===== src/rtl/core_pkg.sv =====
// Shared definitions for the multicycle core: opcode map, FSM states and
// opcode-class helpers used by decode, operand select and writeback.
package core_pkg;

  localparam logic [3:0] OP_NOP  = 4'h0;
  localparam logic [3:0] OP_HLT  = 4'h1;
  localparam logic [3:0] OP_LDI  = 4'h2;
  localparam logic [3:0] OP_RSV  = 4'h3;
  localparam logic [3:0] OP_ADD  = 4'h4;
  localparam logic [3:0] OP_SUB  = 4'h5;
  localparam logic [3:0] OP_AND  = 4'h6;
  localparam logic [3:0] OP_CMP  = 4'h7;
  localparam logic [3:0] OP_OR   = 4'h8;
  localparam logic [3:0] OP_ADDI = 4'h9;
  localparam logic [3:0] OP_XOR  = 4'hA;
  localparam logic [3:0] OP_SUBI = 4'hB;
  localparam logic [3:0] OP_ANDI = 4'hC;
  localparam logic [3:0] OP_ORI  = 4'hD;
  localparam logic [3:0] OP_XORI = 4'hE;
  localparam logic [3:0] OP_CMPI = 4'hF;

  typedef enum logic [2:0] {S_FETCH, S_DECODE, S_READ, S_EXEC, S_WB, S_HALT} state_t;
  typedef enum logic [2:0] {ALU_ADD, ALU_SUB, ALU_AND, ALU_OR, ALU_XOR} alu_fn_t;

  function automatic logic is_alu_rr(input logic [3:0] op);
    return op inside {OP_ADD, OP_SUB, OP_AND, OP_CMP, OP_OR, OP_XOR};
  endfunction

  function automatic logic is_alu_imm(input logic [3:0] op);
    return op inside {OP_ADDI, OP_SUBI, OP_ANDI, OP_ORI, OP_XORI, OP_CMPI};
  endfunction

  // Compares only update flags; LDI is the single non-ALU register writer.
  function automatic logic writes_rd(input logic [3:0] op);
    return (op == OP_LDI) ||
           ((is_alu_rr(op) || is_alu_imm(op)) && (op != OP_CMP) && (op != OP_CMPI));
  endfunction

  function automatic alu_fn_t alu_fn(input logic [3:0] op);
    case (op)
      OP_SUB, OP_SUBI, OP_CMP, OP_CMPI: return ALU_SUB;
      OP_AND, OP_ANDI:                  return ALU_AND;
      OP_OR, OP_ORI:                    return ALU_OR;
      OP_XOR, OP_XORI:                  return ALU_XOR;
      default:                          return ALU_ADD;
    endcase
  endfunction

endpackage


===== src/rtl/core_regfile.sv =====
// NREG x DATA_W register file: two combinational read ports, one synchronous
// write port, cleared by the asynchronous active-low reset.
module core_regfile #(
  parameter int DATA_W = 8,
  parameter int REG_AW = 2
) (
  input  logic              clk,
  input  logic              rst,
  input  logic [REG_AW-1:0] ra0,
  output logic [DATA_W-1:0] rd0,
  input  logic [REG_AW-1:0] ra1,
  output logic [DATA_W-1:0] rd1,
  input  logic              we,
  input  logic [REG_AW-1:0] wa,
  input  logic [DATA_W-1:0] wd
);

  localparam int NREG = 2 ** REG_AW;

  logic [DATA_W-1:0] mem [NREG];

  always_ff @(posedge clk or negedge rst) begin
    if (!rst) begin
      for (int i = 0; i < NREG; i++) mem[i] <= '0;
    end else if (we) begin
      mem[wa] <= wd;
    end
  end

  assign rd0 = mem[ra0];
  assign rd1 = mem[ra1];

endmodule


===== src/rtl/multicycle_core.sv =====
// Multi-cycle sequenced core: req/ack instruction fetch, register file,
// inline flag-producing ALU, retire/writeback observation port.
//
//   state    | meaning
//   S_FETCH  | request imem[pc], wait for ack, latch IR
//   S_DECODE | classify opcode; NOP/reserved retire here
//   S_READ   | latch operands A=R[rd], B=R[rs] or sext(imm)
//   S_EXEC   | ALU result and Z/N/C latched
//   S_WB     | register write (unless compare), pc+1, retire
//   S_HALT   | terminal until reset
module multicycle_core
  import core_pkg::*;
#(
  parameter int DATA_W = 8,
  parameter int REG_AW = 2,
  parameter int PC_W   = 16
) (
  input  logic                  clk,
  input  logic                  rst,
  input  logic                  en,
  output logic                  imem_req,
  output logic [PC_W-1:0]       imem_addr,
  input  logic                  imem_ack,
  input  logic [3+2*REG_AW:0]   imem_data,
  output logic [PC_W-1:0]       pc,
  output logic                  halted,
  output logic                  flag_z,
  output logic                  flag_n,
  output logic                  flag_c,
  output logic                  retire,
  output logic                  wb_en,
  output logic [REG_AW-1:0]     wb_addr,
  output logic [DATA_W-1:0]     wb_data
);

  localparam int INSTR_W = 4 + 2 * REG_AW;

  state_t               state, state_nx;
  logic [INSTR_W-1:0]   ir;
  logic                 fetch_arm;
  logic                 pc_inc;
  logic [3:0]           op;
  logic [REG_AW-1:0]    rd_idx, rs_idx;
  logic [DATA_W-1:0]    imm_sx, rf_rd0, rf_rd1;
  logic [DATA_W-1:0]    a_q, b_q, res_q, alu_res;
  logic [DATA_W:0]      alu_wide;
  logic                 alu_c;

  assign op     = ir[INSTR_W-1 -: 4];
  assign rd_idx = ir[2*REG_AW-1 -: REG_AW];
  assign rs_idx = ir[REG_AW-1:0];
  assign imm_sx = {{(DATA_W-REG_AW){rs_idx[REG_AW-1]}}, rs_idx};

  // fetch_arm keeps the first request one cycle clear of reset release
  assign imem_req  = (state == S_FETCH) && fetch_arm;
  assign imem_addr = pc;
  assign halted    = (state == S_HALT);
  assign wb_addr   = rd_idx;
  assign wb_data   = (op == OP_LDI) ? imm_sx : res_q;

  core_regfile #(.DATA_W(DATA_W), .REG_AW(REG_AW)) u_regfile (
    .clk (clk),
    .rst (rst),
    .ra0 (rd_idx),
    .rd0 (rf_rd0),
    .ra1 (rs_idx),
    .rd1 (rf_rd1),
    .we  (wb_en),
    .wa  (rd_idx),
    .wd  (wb_data)
  );

  // SUB carry is the inverted borrow so that C=1 means rd >= operand
  always_comb begin
    alu_wide = '0;
    alu_c    = 1'b0;
    case (alu_fn(op))
      ALU_ADD: begin
        alu_wide = {1'b0, a_q} + {1'b0, b_q};
        alu_c    = alu_wide[DATA_W];
      end
      ALU_SUB: begin
        alu_wide = {1'b0, a_q} - {1'b0, b_q};
        alu_c    = ~alu_wide[DATA_W];
      end
      ALU_AND: alu_wide = {1'b0, a_q & b_q};
      ALU_OR:  alu_wide = {1'b0, a_q | b_q};
      ALU_XOR: alu_wide = {1'b0, a_q ^ b_q};
      default: alu_wide = '0;
    endcase
  end

  assign alu_res = alu_wide[DATA_W-1:0];

  always_comb begin
    state_nx = state;
    retire   = 1'b0;
    wb_en    = 1'b0;
    pc_inc   = 1'b0;
    case (state)
      S_FETCH:  if (imem_req && imem_ack) state_nx = S_DECODE;
      S_DECODE: begin
        case (op)
          OP_NOP, OP_RSV: begin
            state_nx = S_FETCH;
            retire   = en;
            pc_inc   = 1'b1;
          end
          OP_HLT:  state_nx = S_HALT;
          OP_LDI:  state_nx = S_WB;
          default: state_nx = S_READ;
        endcase
      end
      S_READ:   state_nx = S_EXEC;
      S_EXEC:   state_nx = S_WB;
      S_WB: begin
        state_nx = S_FETCH;
        retire   = en;
        wb_en    = en && writes_rd(op);
        pc_inc   = 1'b1;
      end
      S_HALT:   state_nx = S_HALT;
      default:  state_nx = S_FETCH;
    endcase
  end

  always_ff @(posedge clk or negedge rst) begin
    if (!rst) begin
      state     <= S_FETCH;
      fetch_arm <= 1'b0;
      pc        <= '0;
      ir        <= '0;
      a_q       <= '0;
      b_q       <= '0;
      res_q     <= '0;
      flag_z    <= 1'b0;
      flag_n    <= 1'b0;
      flag_c    <= 1'b0;
    end else begin
      fetch_arm <= 1'b1;
      if (en) begin
        state <= state_nx;
        if (pc_inc) pc <= pc + PC_W'(1);
        if (imem_req && imem_ack) ir <= imem_data;
        if (state == S_READ) begin
          a_q <= rf_rd0;
          b_q <= is_alu_imm(op) ? imm_sx : rf_rd1;
        end
        if (state == S_EXEC) begin
          res_q  <= alu_res;
          flag_z <= (alu_res == '0);
          flag_n <= alu_res[DATA_W-1];
          flag_c <= alu_c;
        end
      end
    end
  end

endmodule


===== config.mk =====
export PLATFORM = sky130hd
export DESIGN_NAME = multicycle_core
export DESIGN_NICKNAME = d
export VERILOG_FILES = /design/src/rtl/core_pkg.sv /design/src/rtl/core_regfile.sv /design/src/rtl/multicycle_core.sv
export SDC_FILE = /design/constraint.sdc
export NUM_CORES = 1
export LEC_CHECK = 0
export ABC_AREA = 1
export CELL_PAD_IN_SITES_DETAIL_PLACEMENT = 1
export CELL_PAD_IN_SITES_GLOBAL_PLACEMENT = 1
export CORE_MARGIN = 8
export CORE_UTILIZATION = 30
export DETAILED_ROUTE_END_ITERATION = 10
export GPL_TIMING_DRIVEN = 0
export PLACE_DENSITY = 0.7
export SKIP_LAST_GASP = 1
export SLEW_MARGIN = 20
export SYNTH_ARGS = -nofsm -noshare
export SYNTH_HDL_FRONTEND = slang
export SYNTH_SLANG_ARGS = --single-unit

===== constraint.sdc =====
create_clock -name clk -period 2.3 [get_ports clk]
set_clock_uncertainty 0.1 [all_clocks]
set_input_delay 0.23 -clock clk [delete_from_list [all_inputs] [get_ports clk]]
set_output_delay 0.23 -clock clk [all_outputs]
set_load 0.05 [all_outputs]

==> metrics.csv <==
stage;metric;value;unit
status;status;finished clean;
synthesis;ys_seq_elements;86;
synthesis;syn-instance-count;713;
detailed_routing;wl;17.3;mm
detailed_routing;vias;4974;
floorplan;initial_core_util;30.5;%
cells_and_area;antenna_cells;0;
synthesis;synth_top_area_share;39.4;%
setup_path;ff2ff_path_depth;10;
synthesis;synth_common_cells;nand2_1 (190), inv_1 (93), dfrtp_1 (86);
setup_path;crit_path_max_incr_delay;0.42;ns
cells_and_area;final_cell_count_no_fill;1029;
sta;relSlewSlack;51.0;%
sta;min_period;2.27;ns
setup_path;critical_path.endpoint_type;flip-flop;
global_routing;antenna_found_initial;0;
setup_path;path_common_cell;nand2_1;
sta;clock.fmax;441;MHz
clock_network;path_clk_slew;0.06;ns
detailed_routing;wl_per_cell;16.8;um
floorplan;dieArea;0.0228;mm2
clock_network;cts_tree;yes;
global_routing;grt_pass1_vias;5266;
synthesis;syn_nets;756;
cells_and_area;nNetsFinal;838;
synthesis;yosys.cell_types.count;42;
place;numPortBuffers;60;
clock_network;root_buffer;clkbuf_16;
detailed_routing;ant_nets;0;
cells_and_area;fill_cells;2177;
synthesis;ys_seq_area_share;39.4;%
cells_and_area;syn2layout_area_growth;27.9;%
synthesis;yosysMostFrequentCell;nand2_1;
synthesis;ys.flop_type;dfrtp_1;
setup_path;reg2reg_slack;0.03;ns
place;dp_hpwl;12.9;mm
floorplan;io_pins;61;
sta;drv_slew;0;
synthesis;syn_area;0.00546;mm2
floorplan;row_count;49;
global_routing;grt.total_usage;15.5;%
global_routing;grt_max_degree;50;
floorplan;fp.dieW;151;um
sta;tightest_slew;0.733;ns
clock_network;numCtsBuffers;9;
sta;finalHoldViolCount;0;
synthesis;ys_warn_count;0;
setup_path;critPathLaunch;b_q[0]$_DFFE_PN0P_;
flow_run;cap_viol_max_count;0;
sta;period_share;98.5;%
clock_network;clock-sinks;86;
place;place_congestion;0.851;
setup_path;r2r-start;b_q[0]$_DFFE_PN0P_;
synthesis;synth-edff-count;0;
setup_path;timing.rr.end;flag_c$_DFFE_PN0P_;
floorplan;fp.dieH;151;um
floorplan;core;0.0179;mm2
sta;grt_setup_unrepaired;yes;
setup_path;crit_fanout;3;
detailed_routing;first_iter_violations;229;
setup_path;crit_chain;ha_1, fa_1, nand3_1, nand2_1, a21boi_2, nor2_1, o21ai_1, a21oi_1, o21ai_0, nand2_1;
setup_path;critPathLaunchType;flip-flop;
clock_network;insertion_delay;0.34;ns
synthesis;ys_top_cells_by_area;dfrtp_1 (39%), nand2_1 (13%), o21ai_0 (6.9%), ha_1 (6.6%), inv_1 (6.4%);
sta;finalSetupViolCount;0;
cells_and_area;drive_gt1_share;18.3;%
synthesis;yosysTopAreaCell;dfrtp_1;
setup_path;worstPathArrival;2.39;ns
setup_path;crit_type;reg -> reg;
setup_path;cp.required;2.42;ns
detailed_routing;via_per_inst;4.83;
clock_network;cts_max_level;3;
place;dpl.cell_count;1003;
global_routing;gr-total-overflow;0;
global_routing;grt_pass1_wl;27.9;mm
clock_network;clk_path_buf_depth;2;
min_path;min_path_type;in -> async;
synthesis;synth-async-reset-ratio;100;%
detailed_routing;drt_pass1_iterations;4;
setup_path;crit_slowest_cell;fa_1;
detailed_routing;drc_errors;0;
synthesis;syn_avg_cell_area;7.66;um2
[repair_timing]
item                                    CTS  global route
cloned                                    0             1
hold endpoints to repair                 37             0
pin swaps                                 4            13
endpoints found under the setup margin   36            49
resized for setup                        93            42
buffers inserted                          6             5
hold buffers                              1             0
[placed cells by master, fill, tap and decap left out, drive strengths merged, types with 2 or more instances in the layout]
master,instances
ha,29
a21oi,32
nor2,60
fa,2
o21ai,75
dfrtp,86
clkdlybuf4s50,47
clkbuf,19
nand4,6
o2111ai,8
xnor2,3
nand3,39
a22oi,7
dlygate4sd2,2
nand2,195
nor3,7
buf,46
xor2,11
mux2,11
clkinv,4
inv,97
o22ai,2
[flip-flops by register name, indices dropped and copies added (netlist names)]
signal / count
state: 3
ir: 8
fetch_arm: 1
b_q: 8
flag_c: 1
imem_addr: 16
u_regfile.mem: 32
flag_z: 1
a_q: 8
flag_n: 1
res_q: 7
[how the worst max path moves through the flow]
stage                                               end  slack, ns  cells after the start
after floorplan           u_regfile.mem[27]$_DFFE_PN0P_      -0.30                      6
after global placement                ir[4]$_DFFE_PN0P_      -2.48                      1
after detailed placement                     wb_data[3]      -0.72                      6
after CTS                                         wb_en      -0.02                      9
after global routing                 flag_z$_DFFE_PN0P_      -0.13                     15
final                                flag_c$_DFFE_PN0P_       0.03                     10
[metrics by stage]
stage / area (um2) / hold slack [ns] / TNS [ns] / util [%] / setup WS (ns)
4_1_cts: 6800 / 0.267 / -0.0218 / 38.0 / -0.0218
5_1_grt: 6990 / 0.295 / -0.253 / 39.0 / -0.130
2_1_floorplan: 5460 / -0.166 / -2.75 / - / -0.300
3_3_place_gp: 6350 / 0.373 / -218.83 / 35.5 / -2.48
3_5_place_dp: 6380 / 0.0718 / -7.46 / 35.6 / -0.721
6_report: 6990 / 0.251 / 0 / 39.0 / 0.0343
[kinds of logic (layout without fill, tap and decap cells)]
| logic type | after synthesis | after routing | synth area share [%] |
|---|---|---|---|
| flip-flops | 86 | 86 | 39.4 |
| buffers and inverters | 131 | 217 | 10.4 |
| adder cells (fa/ha/maj) | 31 | 31 | 7.38 |
| XOR/XNOR | 14 | 14 | 2.25 |
| AND/OR/NAND/NOR | 309 | 310 | 25.1 |
| AO/OA/AOI/OAI | 130 | 130 | 13.2 |
| other | 1 | 1 | 0.0687 |
| multiplexers | 11 | 11 | 2.27 |
[worst max-delay path, delay by kind of cell, from the launching register on]
| kind | cells | cell delay, ns |
|---|---|---|
| compound gates | 4 | 0.59 |
| fa+ha+maj | 2 | 0.67 |
| flops | 1 | 0.41 |
| simple gates | 4 | 0.37 |
[per-layer routing]
metal	up-vias	track usage, %	routed length (um)
met3	18	3.17	701
met1	2436	19.5	8060
met5	-	0	0
li1	2435	-	-
met4	0	4.55	263
met2	85	26.3	8290
[final cells by class]
class	count	area, um2	area share (%)
Tap cell	229	287	4.10
Buffer	30	190	2.72
Timing Repair Buffer	73	719	10.3
Clock inverter	4	45.0	0.645
Sequential cell	86	2150	30.8
Clock buffer	12	256	3.67
Inverter	98	368	5.26
Multi-Input combinational cell	497	2970	42.5
Power is not shown: default switching activity piles up to over one toggle a cycle in this logic, so the estimate is an artifact.
